## src/rtl/uart_rx.sv

```systemverilog
// -----------------------------------------------------------------------------
// uart_rx -- UART receiver for the sysclk domain.
//
// Recovers 8N1 frames (8 data bits, LSB first) from the asynchronous UART_RX
// pin. Each byte goes into a one-entry valid/ready holding register. Framing
// and overrun errors are reported as one-cycle pulses.
//
// Optional feature macro: UART_RX_PARITY_EN
//   defined   -> 8E1 frames. An even-parity bit follows the data bits, and
//                parity_err pulses at the stop sample on a mismatch.
//   undefined -> 8N1 frames. parity_err is tied to 0.
//
// Parameters
//   CLK_HZ        sysclk frequency in Hz
//   BAUD          line rate in bits per second
//   CLKS_PER_BIT  sysclk cycles per bit (>= 4), default CLK_HZ/BAUD
//
// Ports
//   sysclk      in   single rising-edge clock
//   rst_n       in   asynchronous active-low reset
//   UART_RX     in   serial line, idle high, asynchronous to sysclk
//   data_out    out  [7:0] received byte, valid while data_valid is high
//   data_valid  out  holding register full
//   data_ready  in   consumer takes the byte when data_valid && data_ready
//   busy        out  receiver FSM is not idle
//   frame_err   out  one-cycle pulse: stop bit sampled low
//   overrun     out  one-cycle pulse: completed byte dropped, register full
//   parity_err  out  one-cycle pulse: parity mismatch (parity builds only)
// -----------------------------------------------------------------------------
module uart_rx #(
  parameter int CLK_HZ       = 125_000_000,
  parameter int BAUD         = 115_200,
  parameter int CLKS_PER_BIT = CLK_HZ / BAUD
) (
  input  logic       sysclk,
  input  logic       rst_n,
  input  logic       UART_RX,
  output logic [7:0] data_out,
  output logic       data_valid,
  input  logic       data_ready,
  output logic       busy,
  output logic       frame_err,
  output logic       overrun,
  output logic       parity_err
);

  localparam int            CW   = $clog2(CLKS_PER_BIT);
  // Start-bit centre: half a bit after the falling edge was seen.
  localparam logic [CW-1:0] HALF = CW'(CLKS_PER_BIT / 2 - 1);
  // Every later bit is sampled one full bit period after the previous centre.
  localparam logic [CW-1:0] LAST = CW'(CLKS_PER_BIT - 1);

  typedef enum logic [2:0] {
    S_IDLE,
    S_START,
    S_DATA,
    S_STOP
`ifdef UART_RX_PARITY_EN
    , S_PARITY
`endif
  } state_t;

  // ---------------------------------------------------------------------------
  // Registered state and datapath
  // ---------------------------------------------------------------------------
  logic          rx_meta;       // first synchronizer stage
  logic          rx_s;          // synchronized line; the only view the FSM uses
  state_t        state_q,     state_nxt;
  logic [CW-1:0] cnt_q,       cnt_nxt;
  logic [2:0]    bit_idx_q,   bit_idx_nxt;
  logic [7:0]    shreg_q,     shreg_nxt;
  logic [7:0]    data_q,      data_nxt;
  logic          valid_q,     valid_nxt;
  logic          frame_err_q, frame_err_nxt;
  logic          overrun_q,   overrun_nxt;
  logic          commit;        // stop bit good: byte heads for the holding register
`ifdef UART_RX_PARITY_EN
  logic          par_bad_q,    par_bad_nxt;
  logic          parity_err_q, parity_err_nxt;
`endif

  // ---------------------------------------------------------------------------
  // Process 1: state register (plus synchronizer and datapath flops)
  // ---------------------------------------------------------------------------
  // NOTE: clocked state uses non-blocking assignments. Every flop then samples
  // the pre-edge values, and the order of statements cannot change behaviour.
  always_ff @(posedge sysclk or negedge rst_n) begin
    if (!rst_n) begin
      // The synchronizer resets to the idle level. Coming out of reset it then
      // cannot present a false start bit.
      rx_meta      <= 1'b1;
      rx_s         <= 1'b1;
      state_q      <= S_IDLE;
      cnt_q        <= '0;
      bit_idx_q    <= '0;
      shreg_q      <= '0;
      data_q       <= '0;
      valid_q      <= 1'b0;
      frame_err_q  <= 1'b0;
      overrun_q    <= 1'b0;
`ifdef UART_RX_PARITY_EN
      par_bad_q    <= 1'b0;
      parity_err_q <= 1'b0;
`endif
    end else begin
      rx_meta      <= UART_RX;
      rx_s         <= rx_meta;
      state_q      <= state_nxt;
      cnt_q        <= cnt_nxt;
      bit_idx_q    <= bit_idx_nxt;
      shreg_q      <= shreg_nxt;
      data_q       <= data_nxt;
      valid_q      <= valid_nxt;
      frame_err_q  <= frame_err_nxt;
      overrun_q    <= overrun_nxt;
`ifdef UART_RX_PARITY_EN
      par_bad_q    <= par_bad_nxt;
      parity_err_q <= parity_err_nxt;
`endif
    end
  end

  // ---------------------------------------------------------------------------
  // Process 2: next-state and datapath logic
  // ---------------------------------------------------------------------------
  // NOTE: every signal gets a default first. No path can leave one unassigned,
  // so no latch is inferred.
  always_comb begin
    state_nxt      = state_q;
    cnt_nxt        = cnt_q;
    bit_idx_nxt    = bit_idx_q;
    shreg_nxt      = shreg_q;
    data_nxt       = data_q;
    valid_nxt      = valid_q;
    frame_err_nxt  = 1'b0;
    overrun_nxt    = 1'b0;
    commit         = 1'b0;
`ifdef UART_RX_PARITY_EN
    par_bad_nxt    = par_bad_q;
    parity_err_nxt = 1'b0;
`endif

    unique case (state_q)
      S_IDLE: begin
        if (!rx_s) begin
          state_nxt = S_START;
          cnt_nxt   = '0;
        end
      end

      S_START: begin
        if (cnt_q == HALF) begin
          // Recheck at the start-bit centre. If the line is high again, the
          // low level was only a glitch.
          if (rx_s) begin
            state_nxt = S_IDLE;
          end else begin
            state_nxt   = S_DATA;
            cnt_nxt     = '0;
            bit_idx_nxt = '0;
          end
        end else begin
          cnt_nxt = cnt_q + CW'(1);
        end
      end

      S_DATA: begin
        if (cnt_q == LAST) begin
          // LSB arrives first. After eight right shifts it sits in bit 0.
          shreg_nxt   = {rx_s, shreg_q[7:1]};
          cnt_nxt     = '0;
          bit_idx_nxt = bit_idx_q + 3'd1;
          if (bit_idx_q == 3'd7) begin
`ifdef UART_RX_PARITY_EN
            state_nxt = S_PARITY;
`else
            state_nxt = S_STOP;
`endif
          end
        end else begin
          cnt_nxt = cnt_q + CW'(1);
        end
      end

`ifdef UART_RX_PARITY_EN
      S_PARITY: begin
        if (cnt_q == LAST) begin
          // Even parity: data bits plus the parity bit hold an even number of ones.
          par_bad_nxt = rx_s ^ (^shreg_q);
          cnt_nxt     = '0;
          state_nxt   = S_STOP;
        end else begin
          cnt_nxt = cnt_q + CW'(1);
        end
      end
`endif

      S_STOP: begin
        if (cnt_q == LAST) begin
          // Return to IDLE at the stop-bit centre. The remaining half bit then
          // absorbs clock mismatch, so back-to-back frames are received.
          state_nxt     = S_IDLE;
          cnt_nxt       = '0;
          frame_err_nxt = ~rx_s;
`ifdef UART_RX_PARITY_EN
          parity_err_nxt = par_bad_q;
          commit         = rx_s & ~par_bad_q;
`else
          commit         = rx_s;
`endif
        end else begin
          cnt_nxt = cnt_q + CW'(1);
        end
      end

      default: state_nxt = S_IDLE;
    endcase

    // Holding register. When data_ready is high on a commit edge, the old byte
    // leaves and the new byte enters on the same edge, so data_valid stays high.
    if (commit) begin
      if (!valid_q || data_ready) begin
        data_nxt  = shreg_q;
        valid_nxt = 1'b1;
      end else begin
        overrun_nxt = 1'b1;
      end
    end else if (valid_q && data_ready) begin
      valid_nxt = 1'b0;
    end
  end

  // ---------------------------------------------------------------------------
  // Process 3: outputs. Every output comes straight from a flop or from a
  // decode of the registered state.
  // ---------------------------------------------------------------------------
  always_comb begin
    busy       = (state_q != S_IDLE);
    data_out   = data_q;
    data_valid = valid_q;
    frame_err  = frame_err_q;
    overrun    = overrun_q;
`ifdef UART_RX_PARITY_EN
    parity_err = parity_err_q;
`else
    parity_err = 1'b0;
`endif
  end

endmodule

```

## config.mk

```make
export PLATFORM = sky130hd
export DESIGN_NAME = uart_rx
export DESIGN_NICKNAME = d
export VERILOG_FILES = /design/src/rtl/uart_rx.sv
export SDC_FILE = /design/constraint.sdc
export NUM_CORES = 1
export LEC_CHECK = 0
export CAP_MARGIN = 20
export CORE_ASPECT_RATIO = 0.9
export CORE_MARGIN = 2
export CORE_UTILIZATION = 63
export CTS_BUF_LIST = sky130_fd_sc_hd__clkbuf_8
export DETAILED_ROUTE_END_ITERATION = 10
export PLACE_DENSITY = 0.87
export REMOVE_ABC_BUFFERS = 1
export SYNTH_ARGS = -nofsm -noshare
export SYNTH_HDL_FRONTEND = slang
export SYNTH_SLANG_ARGS = --single-unit
```

## constraint.sdc

```tcl
create_clock -name sysclk -period 3.9 [get_ports sysclk]
set_clock_uncertainty 0.05 [all_clocks]
set_input_delay 0.78 -clock sysclk [delete_from_list [all_inputs] [get_ports sysclk]]
set_output_delay 0.78 -clock sysclk [all_outputs]
set_load 0.01 [all_outputs]
```

==> After elaboration in Yosys (flattened, before gate mapping) <==
Index checks and enable logic that the tools add are counted.
{ "classes": {"n_eq_ne": 13, "n_bitwise": 1, "reduce_logical": 14, "add_sub_neg": 2, "muxes": 24} }
{ "op_table": {"columns": ["cell", "n"], "rows": [
  ["$mux 11", 3],
  ["$pmux 11 s3", 1],
  ["$mux 3", 8],
  ["$ne 2x2->1 const B", 6],
  ["$pmux 3 s4", 1],
  ["$add 11x1->11 const B", 1],
  ["$eq 11x10->1 const B", 1],
  ["$eq 11x11->1 const B", 1],
  ["$mux 1", 9],
  ["$eq 3x2->1 const B", 2],
  ["$pmux 3 s2", 1],
  ["$reduce_and 2->1", 3],
  ["$reduce_bool 3->1", 2],
  ["$reduce_and 5->1", 1],
  ["$reduce_and 4->1", 1],
  ["$reduce_bool 2->1", 2],
  ["$add 3x1->3 const B", 1],
  ["$eq 3x1->1 const B", 1],
  ["$eq 3x3->1 const B", 1],
  ["$logic_not 3->1", 1],
  ["$mux 2", 1],
  ["$ne 2x1->1 const B", 1],
  ["$reduce_or 2->1", 1],
  ["$logic_and 1x1->1", 1],
  ["other kinds (3)", 3]
]} }
{ "totals": {"out_inout_bits": 13, "word_cells": 64, "ff_bits": 38, "inputBits": 4} }

==> Longest topological paths before layout <==
{ "depth": {"ltp_word": 5, "depth_mapped": 7, "mapped_depth_nobuf": 6} }

==> Least setup slack after synthesis <==
Ideal clock, no wire load.
{ "synth_path": {"kind": "register to register", "from": "register cnt_q[7]", "to": "register shreg_q[0]", "t_arrival_ps": 1985, "synth_period_minus_slack_ps": 2159, "path_stages_with_launch": 6, "setup_ps": 125, "path_slack_ps": 1741, "cell_sequence": "dfrtp_1 or4b_1 buf_2 nor3_4 nor3b_4 mux2_2"} }
{ "synth_via": {"elab_chain_cells": 2} }
{ "synth_lines": {"columns": ["item", "line_no", "rtl"], "rows": [
  ["start, declared", "69", "logic [CW-1:0] cnt_q, cnt_nxt;"],
  ["start signal, assigned", "109", "cnt_q <= cnt_nxt;"],
  ["$eq 11x11->1", "168", "if (cnt_q == LAST) begin"],
  ["$reduce_and 2->1 (no source line)", null, null],
  ["end signal, assigned", "111", "shreg_q <= shreg_nxt;"],
  ["end, declared", "71", "logic [7:0] shreg_q, shreg_nxt;"]
]} }
No other way between the ends.
A chain may end at the register's enable or synchronous reset.

==> Final worst setup path <==
{ "layout_path": {"from": "register state_q[0]", "to": "output port busy"} }
{ "layout_via": {"elab_chain_cells": 1} }
{ "layout_lines": {"columns": ["item", "line_no", "rtl"], "rows": [
  ["start, declared", "68", "state_t state_q, state_nxt;"],
  ["start signal, assigned", "108", "state_q <= state_nxt;"],
  ["$reduce_bool 3->1", "238", "busy = (state_q != S_IDLE);"],
  ["end, declared", "41", "output logic busy,"]
]} }
No other way between the ends.

==> flow_metrics.env <==
export IMPL_track_usage_pct=25.4
export IMPL_synth_main_ff_cell="dfrtp_1"
export IMPL_max_cap_violations=0
export IMPL_power_uw=656
export IMPL_portBuffers=15
export IMPL_synth_mux_area_share_pct=12.5
export IMPL_holdWs_ns=0.307
export IMPL_root_buffer="clkbuf_8"
export IMPL_dpl_hpwl_mm=2.47
export IMPL_setup_ws_ns=1.33
export IMPL_area_growth_pct=14.9
export IMPL_crit_family="flip-flops"
export IMPL_worstHoldPathType="flop to flop"
export IMPL_synthAdderAreaFrac_pct=3.49
export IMPL_rsz0062_at_grt="no"
export IMPL_placedInstanceArea_mm2=0.00197
export IMPL_yosysWarningCount=0
export IMPL_overflow=0
export IMPL_mostFrequentLayoutCell="dfrtp_1"
export IMPL_async_flop_share_pct=100
export IMPL_startpoint_type="flop"
export IMPL_die_w_um=60.2
export IMPL_synth_avg_cell_area_um2=11.3
export IMPL_viasPerCell=5.96
export IMPL_grt_first_pass_wirelength_mm=5.77
export IMPL_totalWireLength_mm=3.61
export IMPL_nets=184
export IMPL_p_per_area_mw_per_mm2=319
export IMPL_fp_dieH_um=54.6
export IMPL_path_cells="or2_2 -> clkdlybuf4s50_1"
export IMPL_cts_max_level=2
export IMPL_first_pass_iters=4
export IMPL_synth_seq_area_share_pct=51.8
export IMPL_detail_route_antenna_nets=0
export IMPL_cp_arrival_ns=1.74
export IMPL_post_route_min_period_ns=2.57
export IMPL_tightest_slew_ns=0.662
export IMPL_synth_edf_count=0
export IMPL_cp_slowest_stage_delay_ns=0.56
export IMPL_ir_worst_vdd_mv=0.277
export IMPL_pin_count=17
export IMPL_first_iter_violations=125
export IMPL_p_leak_nw=0.955
export IMPL_critical_path_class="flop to output pin"
export IMPL_crit_required_ns=3.07
export IMPL_hold_viol=0
export IMPL_netlist_area_mm2=0.00179
export IMPL_max_freq_mhz=390
export IMPL_cts_sinks=37
export IMPL_drcViolationCount=0
export IMPL_synth_compound_area_share_pct=10.1
export IMPL_vias=1287
export IMPL_start_util_pct=65.7
export IMPL_clockBufferDepth=2
export IMPL_slowest_stage="dfrtp_1"
export IMPL_drv_slew=0
export IMPL_synth_top_cell_by_area="dfrtp_1"
export IMPL_synth_top_family_by_area="simple AND/OR/NAND/NOR gates"
export IMPL_synth_simple_area_share_pct=17.2
export IMPL_design_area_mm2=0.00206
export IMPL_drive_above_1_share_pct=19.3
export IMPL_wl_per_cell_um=16.7
export IMPL_antenna_found_initial=0
export IMPL_cp_end_kind="output pin"
export IMPL_relSlewSlack_pct=55.6
export IMPL_ys_ff_latch=37
export IMPL_dp_slack_ns=1.53
export IMPL_clkLatencyLatePin_ns=0.29
export IMPL_row_count=18
export IMPL_finalSetupViolCount=0
export IMPL_synth_top_area_share_pct=48.9
export IMPL_cts_tree="built"
export IMPL_cts_repair_resized=0
export IMPL_core_mm2=0.00273
export IMPL_outcome="completed"
export IMPL_syn_inst=158
export IMPL_cts_hold_buf=0
export IMPL_synth_distinct_cells=45
export IMPL_place_gp_congestion=0.869
export IMPL_mostFrequentLayoutCells="dfrtp_1 (35), mux2_2 (19), clkdlybuf4s50_1 (15)"
export IMPL_cp_max_fo=13
export IMPL_die_area_mm2=0.00329
export IMPL_synth_xor_area_share_pct=1.47
export IMPL_setup_tns_final_ns=0
export IMPL_grt_pass1_vias=1207
export IMPL_clk_pin_slew_ns=0.07
export IMPL_post_cts_buffers=0
export IMPL_netlist_top_cells_area="dfrtp_1 (49%), mux2_2 (12%), ha_1 (3.5%), dfstp_2 (2.9%), nand3_1 (2.5%)"
export IMPL_crit_buf_inv=1
export IMPL_numCtsBuffers=5
export IMPL_fin_crit_sh_pct=65.8
export IMPL_diodes=0
export IMPL_grt_max_degree=38
where the power goes:
part	switching, mW	leakage (nW)	internal, mW
Combinational	0.0101	0.416	0.00360
Sequential	0.000794	0.495	0.386
Clock	0.133	0.0439	0.123
Yosys cell counts, types with 2 or more instances:
master	count
and3_1	2
a21oi_1	3
o21ai_0	9
nand3_1	9
dfrtp_1	35
nor3b_1	3
o22ai_1	7
and2_1	2
ha_1	5
and4_1	2
nor2_1	8
xnor2_1	2
nand4_1	3
nor2b_1	2
mux2_2	19
nand2_1	6
dfstp_2	2
clkbuf_1	3
inv_1	7
nor3_1	4
area by class of cell:
type / count / area (um^2)
clock buffers: 5 / 68.8
clock inverters: 3 / 17.5
fillers: 177 / 667
inverters: 8 / 30.0
multi-input cells: 107 / 806
flip-flops and latches: 37 / 928
well taps: 40 / 50.0
repair buffers: 16 / 158
flip-flops by register name, summed over array words and instances (netlist names):
name and cells:
rx_s 1, rx_meta 1, state_q 2, data_out 8, overrun 1, frame_err 1, data_valid 1, shreg_q 8
bit_idx_q 3, cnt_q 11
cell families (layout without fill, tap and decap cells):
kind of cell / count (synthesis) / count (layout)
muxes: 20 / 20
other: 1 / 1
buffers and inverters: 14 / 32
xor gates and xnor gates: 3 / 3
and+or+nand+nor: 50 / 50
AOI/OAI and AO/OA: 28 / 28
DFF: 37 / 37
adders and majority gates: 5 / 5
layer usage:
metal  up-vias  global-route usage, %  share of wire (%)
met5         -                      0                  0
li1        604                      -                  -
met4         0                   10.4                1.4
met1       615                   33.9                 41
met2        61                   38.6                 50
met3         7                   8.27                7.7
path summary, 6_finish.rpt:
kind	from	to	slack, ns	cells past startpoint
worst max-delay path	state_q[0]	busy	1.33	2
worst min-delay path	rx_meta	rx_s	0.31	0
worst max register to register	cnt_q[7]	shreg_q[2]	1.51	4
worst min register to register	rx_meta	rx_s	0.31	0
max in group asynchronous	rst_n	rx_meta	2.59	2
min in group asynchronous	rst_n	cnt_q[9]	0.85	2
stage by stage:
step / utilization (%) / instances
after CTS: 75.5 / 216
final: 75.5 / 216
after global routing: 75.5 / 216
after global placement: 72.4 / 208
after floorplan: - / 152
after detailed placement: 72.4 / 208
No activity file was read; power rests on OpenSTA's default activity.
